`config.mk`:
```
export PLATFORM = sky130hd
export DESIGN_NAME = multicycle_control_fsm
export DESIGN_NICKNAME = d
export VERILOG_FILES = /design/src/rtl/multicycle_control_fsm.sv
export SDC_FILE = /design/constraint.sdc
export NUM_CORES = 1
export LEC_CHECK = 0
export ABC_AREA = 1
export CORE_MARGIN = 1
export CORE_UTILIZATION = 47
export DETAILED_ROUTE_END_ITERATION = 10
export DONT_BUFFER_PORTS = 1
export SLEW_MARGIN = 20
export SYNTH_ARGS = -nofsm -noshare
export SYNTH_HDL_FRONTEND = slang
export SYNTH_SLANG_ARGS = --single-unit
```
`constraint.sdc`:
```
create_clock -name clk -period 4.6 [get_ports clk]
set_input_delay 0.92 -clock clk [delete_from_list [all_inputs] [get_ports clk]]
set_output_delay 0.92 -clock clk [all_outputs]
set_load 0.03 [all_outputs]
```
`src/rtl/multicycle_control_fsm.sv`:
```
// Main control FSM for the multi-cycle RV32I core: sequences fetch/decode/execute/memory/writeback,
// drives every datapath select, handshakes with the shared memory port and counts retirements.
module multicycle_control_fsm (
  input  logic        clk,
  input  logic        reset,
  input  logic [6:0]  opcode,
  input  logic        branch_cond,
  input  logic        mem_ready,
  output logic        mem_req,
  output logic        mem_write,
  output logic        adr_src,
  output logic        ir_write,
  output logic        pc_write,
  output logic        pc_src,
  output logic        reg_write,
  output logic [1:0]  alu_src_a,
  output logic [1:0]  alu_src_b,
  output logic [1:0]  alu_op,
  output logic [1:0]  result_src,
  output logic        illegal,
  output logic [31:0] instret
);

  localparam logic [6:0] OpLoad   = 7'b0000011;
  localparam logic [6:0] OpStore  = 7'b0100011;
  localparam logic [6:0] OpRType  = 7'b0110011;
  localparam logic [6:0] OpIType  = 7'b0010011;
  localparam logic [6:0] OpBranch = 7'b1100011;
  localparam logic [6:0] OpJal    = 7'b1101111;
  localparam logic [6:0] OpJalr   = 7'b1100111;
  localparam logic [6:0] OpLui    = 7'b0110111;
  localparam logic [6:0] OpAuipc  = 7'b0010111;

  typedef enum logic [3:0] {
    StFetch, StDecode, StMemAdr, StMemRead, StMemWb, StMemWrite, StExecR, StExecI,
    StLui, StAuipc, StAluWb, StJal, StJalr, StBranch, StTrap
  } state_e;

  state_e      state_q, state_d;
  logic [31:0] instret_q;
  logic        retire;

  always_comb begin
    state_d = state_q;
    unique case (state_q)
      StFetch:    if (mem_ready) state_d = StDecode;
      StDecode: begin
        unique case (opcode)
          OpLoad, OpStore: state_d = StMemAdr;
          OpRType:         state_d = StExecR;
          OpIType:         state_d = StExecI;
          OpBranch:        state_d = StBranch;
          OpJal:           state_d = StJal;
          OpJalr:          state_d = StJalr;
          OpLui:           state_d = StLui;
          OpAuipc:         state_d = StAuipc;
          default:         state_d = StTrap;
        endcase
      end
      // opcode bit 5 separates stores from loads
      StMemAdr:   state_d = opcode[5] ? StMemWrite : StMemRead;
      StMemRead:  if (mem_ready) state_d = StMemWb;
      StMemWrite: if (mem_ready) state_d = StFetch;
      StExecR, StExecI, StLui, StAuipc: state_d = StAluWb;
      StMemWb, StAluWb, StJal, StJalr, StBranch: state_d = StFetch;
      StTrap:     state_d = StTrap;
      default:    state_d = StFetch;
    endcase
  end

  assign retire = (state_d == StFetch) && (state_q != StFetch) && (state_q != StTrap);

  always_ff @(posedge clk) begin
    if (reset) begin
      state_q   <= StFetch;
      instret_q <= '0;
    end else begin
      state_q <= state_d;
      if (retire) instret_q <= instret_q + 32'd1;
    end
  end

  // Outputs decode from the current state; reset masks everything to zero in the same cycle.
  always_comb begin
    mem_req    = 1'b0;
    mem_write  = 1'b0;
    adr_src    = 1'b0;
    ir_write   = 1'b0;
    pc_write   = 1'b0;
    pc_src     = 1'b0;
    reg_write  = 1'b0;
    alu_src_a  = 2'b00;
    alu_src_b  = 2'b00;
    alu_op     = 2'b00;
    result_src = 2'b00;
    illegal    = 1'b0;
    if (!reset) begin
      unique case (state_q)
        StFetch: begin
          mem_req = 1'b1;
          if (mem_ready) begin
            ir_write  = 1'b1;
            pc_write  = 1'b1;
            alu_src_b = 2'b10;
          end
        end
        StDecode: begin
          alu_src_a = 2'b01;
          alu_src_b = 2'b01;
        end
        StMemAdr: begin
          alu_src_a = 2'b10;
          alu_src_b = 2'b01;
        end
        StMemRead: begin
          mem_req = 1'b1;
          adr_src = 1'b1;
        end
        StMemWb: begin
          result_src = 2'b01;
          reg_write  = 1'b1;
        end
        StMemWrite: begin
          mem_req   = 1'b1;
          mem_write = 1'b1;
          adr_src   = 1'b1;
        end
        StExecR: begin
          alu_src_a = 2'b10;
          alu_op    = 2'b10;
        end
        StExecI: begin
          alu_src_a = 2'b10;
          alu_src_b = 2'b01;
          alu_op    = 2'b10;
        end
        StLui: begin
          alu_src_a = 2'b11;
          alu_src_b = 2'b01;
        end
        StAuipc: begin
          alu_src_a = 2'b01;
          alu_src_b = 2'b01;
        end
        StAluWb:  reg_write = 1'b1;
        StJal: begin
          pc_write   = 1'b1;
          pc_src     = 1'b1;
          result_src = 2'b10;
          reg_write  = 1'b1;
        end
        StJalr: begin
          alu_src_a  = 2'b10;
          alu_src_b  = 2'b01;
          pc_write   = 1'b1;
          result_src = 2'b10;
          reg_write  = 1'b1;
        end
        StBranch: begin
          alu_src_a = 2'b10;
          alu_op    = 2'b01;
          pc_src    = 1'b1;
          pc_write  = branch_cond;
        end
        StTrap:  illegal = 1'b1;
        default: ;
      endcase
    end
  end

  assign instret = reset ? 32'd0 : instret_q;

endmodule

```
=== After elaboration in Yosys (flattened, before gate mapping) ===
Cells that the tools add are included.

* Register bits: 36
* Output and inout port bits: 48
* Word-level logic and storage cells: 76

* Add/sub/neg operators: 1
* Equal/unequal tests: 24
* Muxes and demuxes: 33
* Reductions and logical operators: 16

{| class="wikitable"
|+ Operators by type and width
! kind !! count
|-
| $add 32x1->32 const B || 1
|-
| $mux 32 || 1
|-
| $pmux 4 s8 || 1
|-
| $eq 4x4->1 const B || 7
|-
| $pmux 4 s7 || 1
|-
| $eq 7x6->1 const B || 3
|-
| $eq 7x7->1 const B || 3
|-
| $eq 4x3->1 const B || 4
|-
| $mux 1 || 16
|-
| $eq 7x5->1 const B || 2
|-
| $mux 4 || 3
|-
| $pmux 2 s2 || 3
|-
| $reduce_or 2->1 || 6
|-
| $mux 2 || 5
|-
| $eq 4x2->1 const B || 2
|-
| $logic_not 4->1 || 2
|-
| $reduce_or 4->1 || 2
|-
| $eq 7x2->1 const B || 1
|-
| $pmux 2 s3 || 1
|-
| $reduce_or 6->1 || 1
|-
| $reduce_or 5->1 || 1
|-
| $eq 4x1->1 const B || 1
|-
| $ne 4x4->1 const B || 1
|-
| $reduce_bool 4->1 || 1
|-
| other kinds (4) || 5
|}

=== Logic depth before layout (Yosys ltp) ===
* Depth after elaboration: 7
* Depth in mapped cells: 15

=== Least setup slack after synthesis ===
Ideal clock, no wire load.

* Kind: in2out
* Start: in reset
* End: out alu_src_b[1]
* Data arrival time: 2.031 ns
* Path slack: 1.649 ns
* Cell stages on the path: 4
* Cells stage by stage: clkbuf_1 > clkbuf_1 > nor2_1 > buf_4

* Word-level cells in the longest chain between the ends: 1

{| class="wikitable"
|+ Ends and longest elaborated chain
! item !! line !! text
|-
| start: declaration || 5 || <nowiki>input logic reset,</nowiki>
|-
| $mux 2 || 97 || <nowiki>if (!reset) begin</nowiki>
|-
| end: declaration || 17 || <nowiki>output logic [1:0] alu_src_b,</nowiki>
|}

Every way passes these cells.

=== Final worst setup path ===
* Start: in opcode[1]
* End: reg instret_q[22]

* Word-level cells in the longest chain between the ends: 7
* Elaborated cells on any way between the ends: 15
* Classes of those cells: eq/ne: 9; mux: 2; reduce/logical: 4

{| class="wikitable"
|+ Ends and longest elaborated chain
! item !! line !! text
|-
| start: declaration || 6 || <nowiki>input logic [6:0] opcode,</nowiki>
|-
| $eq 7x2->1 / $eq 7x6->1 (equally long branches) || 48 || <nowiki>unique case (opcode)</nowiki>
|-
| $reduce_or 2->1 || 48 ||
|-
| $pmux 4 s8 * || 48 ||
|-
| $pmux 4 s7 * || 45 || <nowiki>unique case (state_q)</nowiki>
|-
| $logic_not 4->1 * || 71 || <nowiki>assign retire = (state_d == StFetch) && (state_q != StFetch) && (state_q != StTrap);</nowiki>
|-
| $logic_and 1x1->1 * (2 in a row) || 71 ||
|-
| end signal: assignment || 79 || <nowiki>if (retire) instret_q <= instret_q + 32'd1;</nowiki>
|-
| end: declaration || 40 || <nowiki>logic [31:0] instret_q;</nowiki>
|}

Every way passes the cells marked *; elsewhere a longest branch is shown, timed or not.
A chain may end at the register's enable or synchronous reset.

==> results by group <==
Die
  – Die area: 6260 µm²
  – Die width: 79.1 µm
  – Ports: 59
  – Die Height: 79.1 µm
  – Starting Density: 0.499
  – Core area: 5610 µm²
  – # rows: 27

Worst setup path
  – CP Data Required Time: 4.78 ns
  – CP max-delay cell: nand2_2
  – CP arrival: 3.12 ns
  – Max incr delay on CP: 0.57 ns
  – CP Capture Type: flip-flop
  – Max Fanout on Critical Path: 33
  – Worst reg2reg path depth: 10
  – Crit-path cells: nand2_1, inv_1, nand2_1, a21oi_1, nor2_1, nand2_1, nand2_1, nand2_1, nand2_1, nor2_4, nand2_2, nand2_1, a21oi_1
  – Critical Path Most Common Cell: nand2_1
  – Crit start category: input port
  – Worst Setup Path Type: in -> reg

Finish
  – Sequential cell area: 721 µm²
  – Ant diodes: 0
  – Area Growth Syn to Fin: 2.77%
  – Nets: 470
  – Fill cells: 629
  – Layout Cells excl Fill: 530
  – Post-route cell area: 2870 µm²
  – Share of cells above drive strength 1: 0.0633
  – Multi-input logic area: 1740 µm²

Clock network
  – Setup Buffers After CTS: 0
  – Resize count post-CTS: 0
  – CTS tree: built
  – Clk Latency, worst-skew pair: 0.29 ns
  – Clock buffer count from CTS: 5
  – Worst-case clock buffer depth: 2
  – Clock sinks: 36
  – Clock slew at reported path FFs: 0.07 ns
  – Root Driver: clkbuf_8
  – Htree depth: 2
  – Cts hold-fix bufs: 0

Detailed routing
  – Post-DR wirelength/cell: 13.0 µm
  – DR vias/cell: 5.23
  – Total wire length: 6880 µm
  – Vias: 2770
  – Drt drc: 0
  – 1st-iter DRT viols: 107
  – Routed Antenna Nets: 0
  – TritonRoute pass-1 iters: 4

Placed design
  – Placed cell count: 523
  – Routability Congestion: 0.896
  – Input/output buffers: 0
  – Hpwl dp: 5180 µm
  – Placement Cell Area: 2780 µm²

Pwr
  – Power per cell area: 413 nW/µm²
  – Worst vdd ir: 0.483 mV
  – Lkg Pwr: 0.00100 µW

STA
  – FMAX: 340 MHz
  – Final worst path period share: 0.639
  – Final setup fails: 0
  – Max Transition Viols Final: 0
  – Post-route minimum period: 2.94 ns
  – Worst-margin pin slew: 1.04 ns
  – TNS Setup: 0 ns
  – Fin. Hold Viols: 0
  – Clk_skew: 0.00908 ns
  – Max_slew headroom: 0.303
  – RSZ-0062 raised after global routing: no

Synth
  – FF+latch count, synth: 36
  – Post-synth EDFFs: 0
  – Top_reg_cell synth: dfxtp_1
  – Syn avg cell area: 5.95 µm²
  – Synth area leader: dfxtp_1
  – Post-synth net total: 482
  – Ys Warns: 0
  – Most frequent cell after synthesis: nand2_1
  – Ys async rst share: 0
  – Register area share after synthesis: 0.258
  – Mapped Area: 2800 µm²
  – Most frequent cells after synthesis: 105 x nand2_1, 86 x nor2_1, 52 x inv_1, 43 x nand3_1, 40 x a21oi_1
  – Post-synth top area share: 0.258
  – Yosys cell types: 31
  – Largest cells by area after synthesis: dfxtp_1 26%, nand2_1 14%, nor2_1 12%
  – Syn Inst Count: 470

Global route
  – Antenna violations before repair: 0
  – Largest net degree at the start of global routing: 83
  – Gr usage total: 0.225
  – Total grt overflow: 0
  – First-pass GRT wire length: 11300 µm
  – Vias in the first global route: 2459

Min path
  – Worst min-delay path category: reg -> reg
  – Hold Path Stages: 2

Flow run
  – Max-cap violations: 0

Outcome
  – Status: finished clean
==> sequential cells by signal (all words and copies together) (netlist names) <==
signal     cells
instret_q     32
state_q        4
==> layout by cell type, fill, tap and decap left out, drive strengths merged <==
master	n
dfxtp	36
nor3b	2
nor2	93
or2	1
buf	1
a221oi	2
a21oi	42
clkbuf	7
nor3	16
nand3	43
nand4	7
inv	58
o21ai	6
a41oi	1
nand2	109
ha	1
a31oi	2
xor2	30
o31ai	1
==> worst max-delay path, delay by kind of cell <==
kind                   cells  cell delay (ns)
buffers and inverters      1             0.09
AND/OR/NAND/NOR           10             1.80
AO/OA/AOI/OAI              2             0.30
==> where the power goes <==
group	internal, µW	total, µW	switching (µW)	leakage (µW)
sequential	330	357	27.3	0.000291
clock	133	243	109	0.0000503
combinational	126	588	462	0.000659
==> metal layers <==
metal / vias to the layer above / GRT usage / part of all wire
li1: 1462 / - / -
met2: 61 / 0.343 / 0.44
met4: 0 / 0.0927 / 0.018
met5: - / 0 / 0
met3: 12 / 0.0483 / 0.043
met1: 1235 / 0.306 / 0.50
==> path summary, 6_finish.rpt <==
kind,endpoint,startpoint,slack [ns]
hold / removal,instret_q[31]$_SDFFE_PP0P_,instret_q[31]$_SDFFE_PP0P_,0.46
setup / recovery,instret_q[22]$_SDFFE_PP0P_,opcode[1],1.66
setup reg to reg,instret_q[22]$_SDFFE_PP0P_,state_q[3]$_SDFF_PP0_,1.93
hold reg to reg,instret_q[31]$_SDFFE_PP0P_,instret_q[31]$_SDFFE_PP0P_,0.46
==> cell type report <==
type,instances,share of cell area
Timing Repair Buffer,1,0.00261
Tap cell,72,0.0313
Sequential cell,36,0.251
Inverter,58,0.0758
Clock buffer,7,0.0335
Multi-Input combinational cell,356,0.606
==> per-stage QoR <==
step	setup WS (ns)	util	total power, µW	hold slack [ns]
3_5_place_dp	1.37	0.495	956	0.453
4_1_cts	1.66	0.512	1200	0.464
5_1_grt	1.26	0.512	1270	0.489
2_1_floorplan	1.65	-	942	0.440
6_report	1.66	0.512	1190	0.462
3_3_place_gp	1.41	0.495	954	0.443
==> logic make-up (layout without fill, tap and decap cells) <==
kind of cell | Yosys count | in the layout | synth area share
simple gates | 271 | 271 | 0.417
buf+inv | 78 | 66 | 0.119
compound gates | 54 | 54 | 0.108
flops | 36 | 36 | 0.258
xor+xnor | 30 | 30 | 0.0940
fa+ha+maj | 1 | 1 | 0.00447
Note: power is estimated with default switching activity, not from simulation.
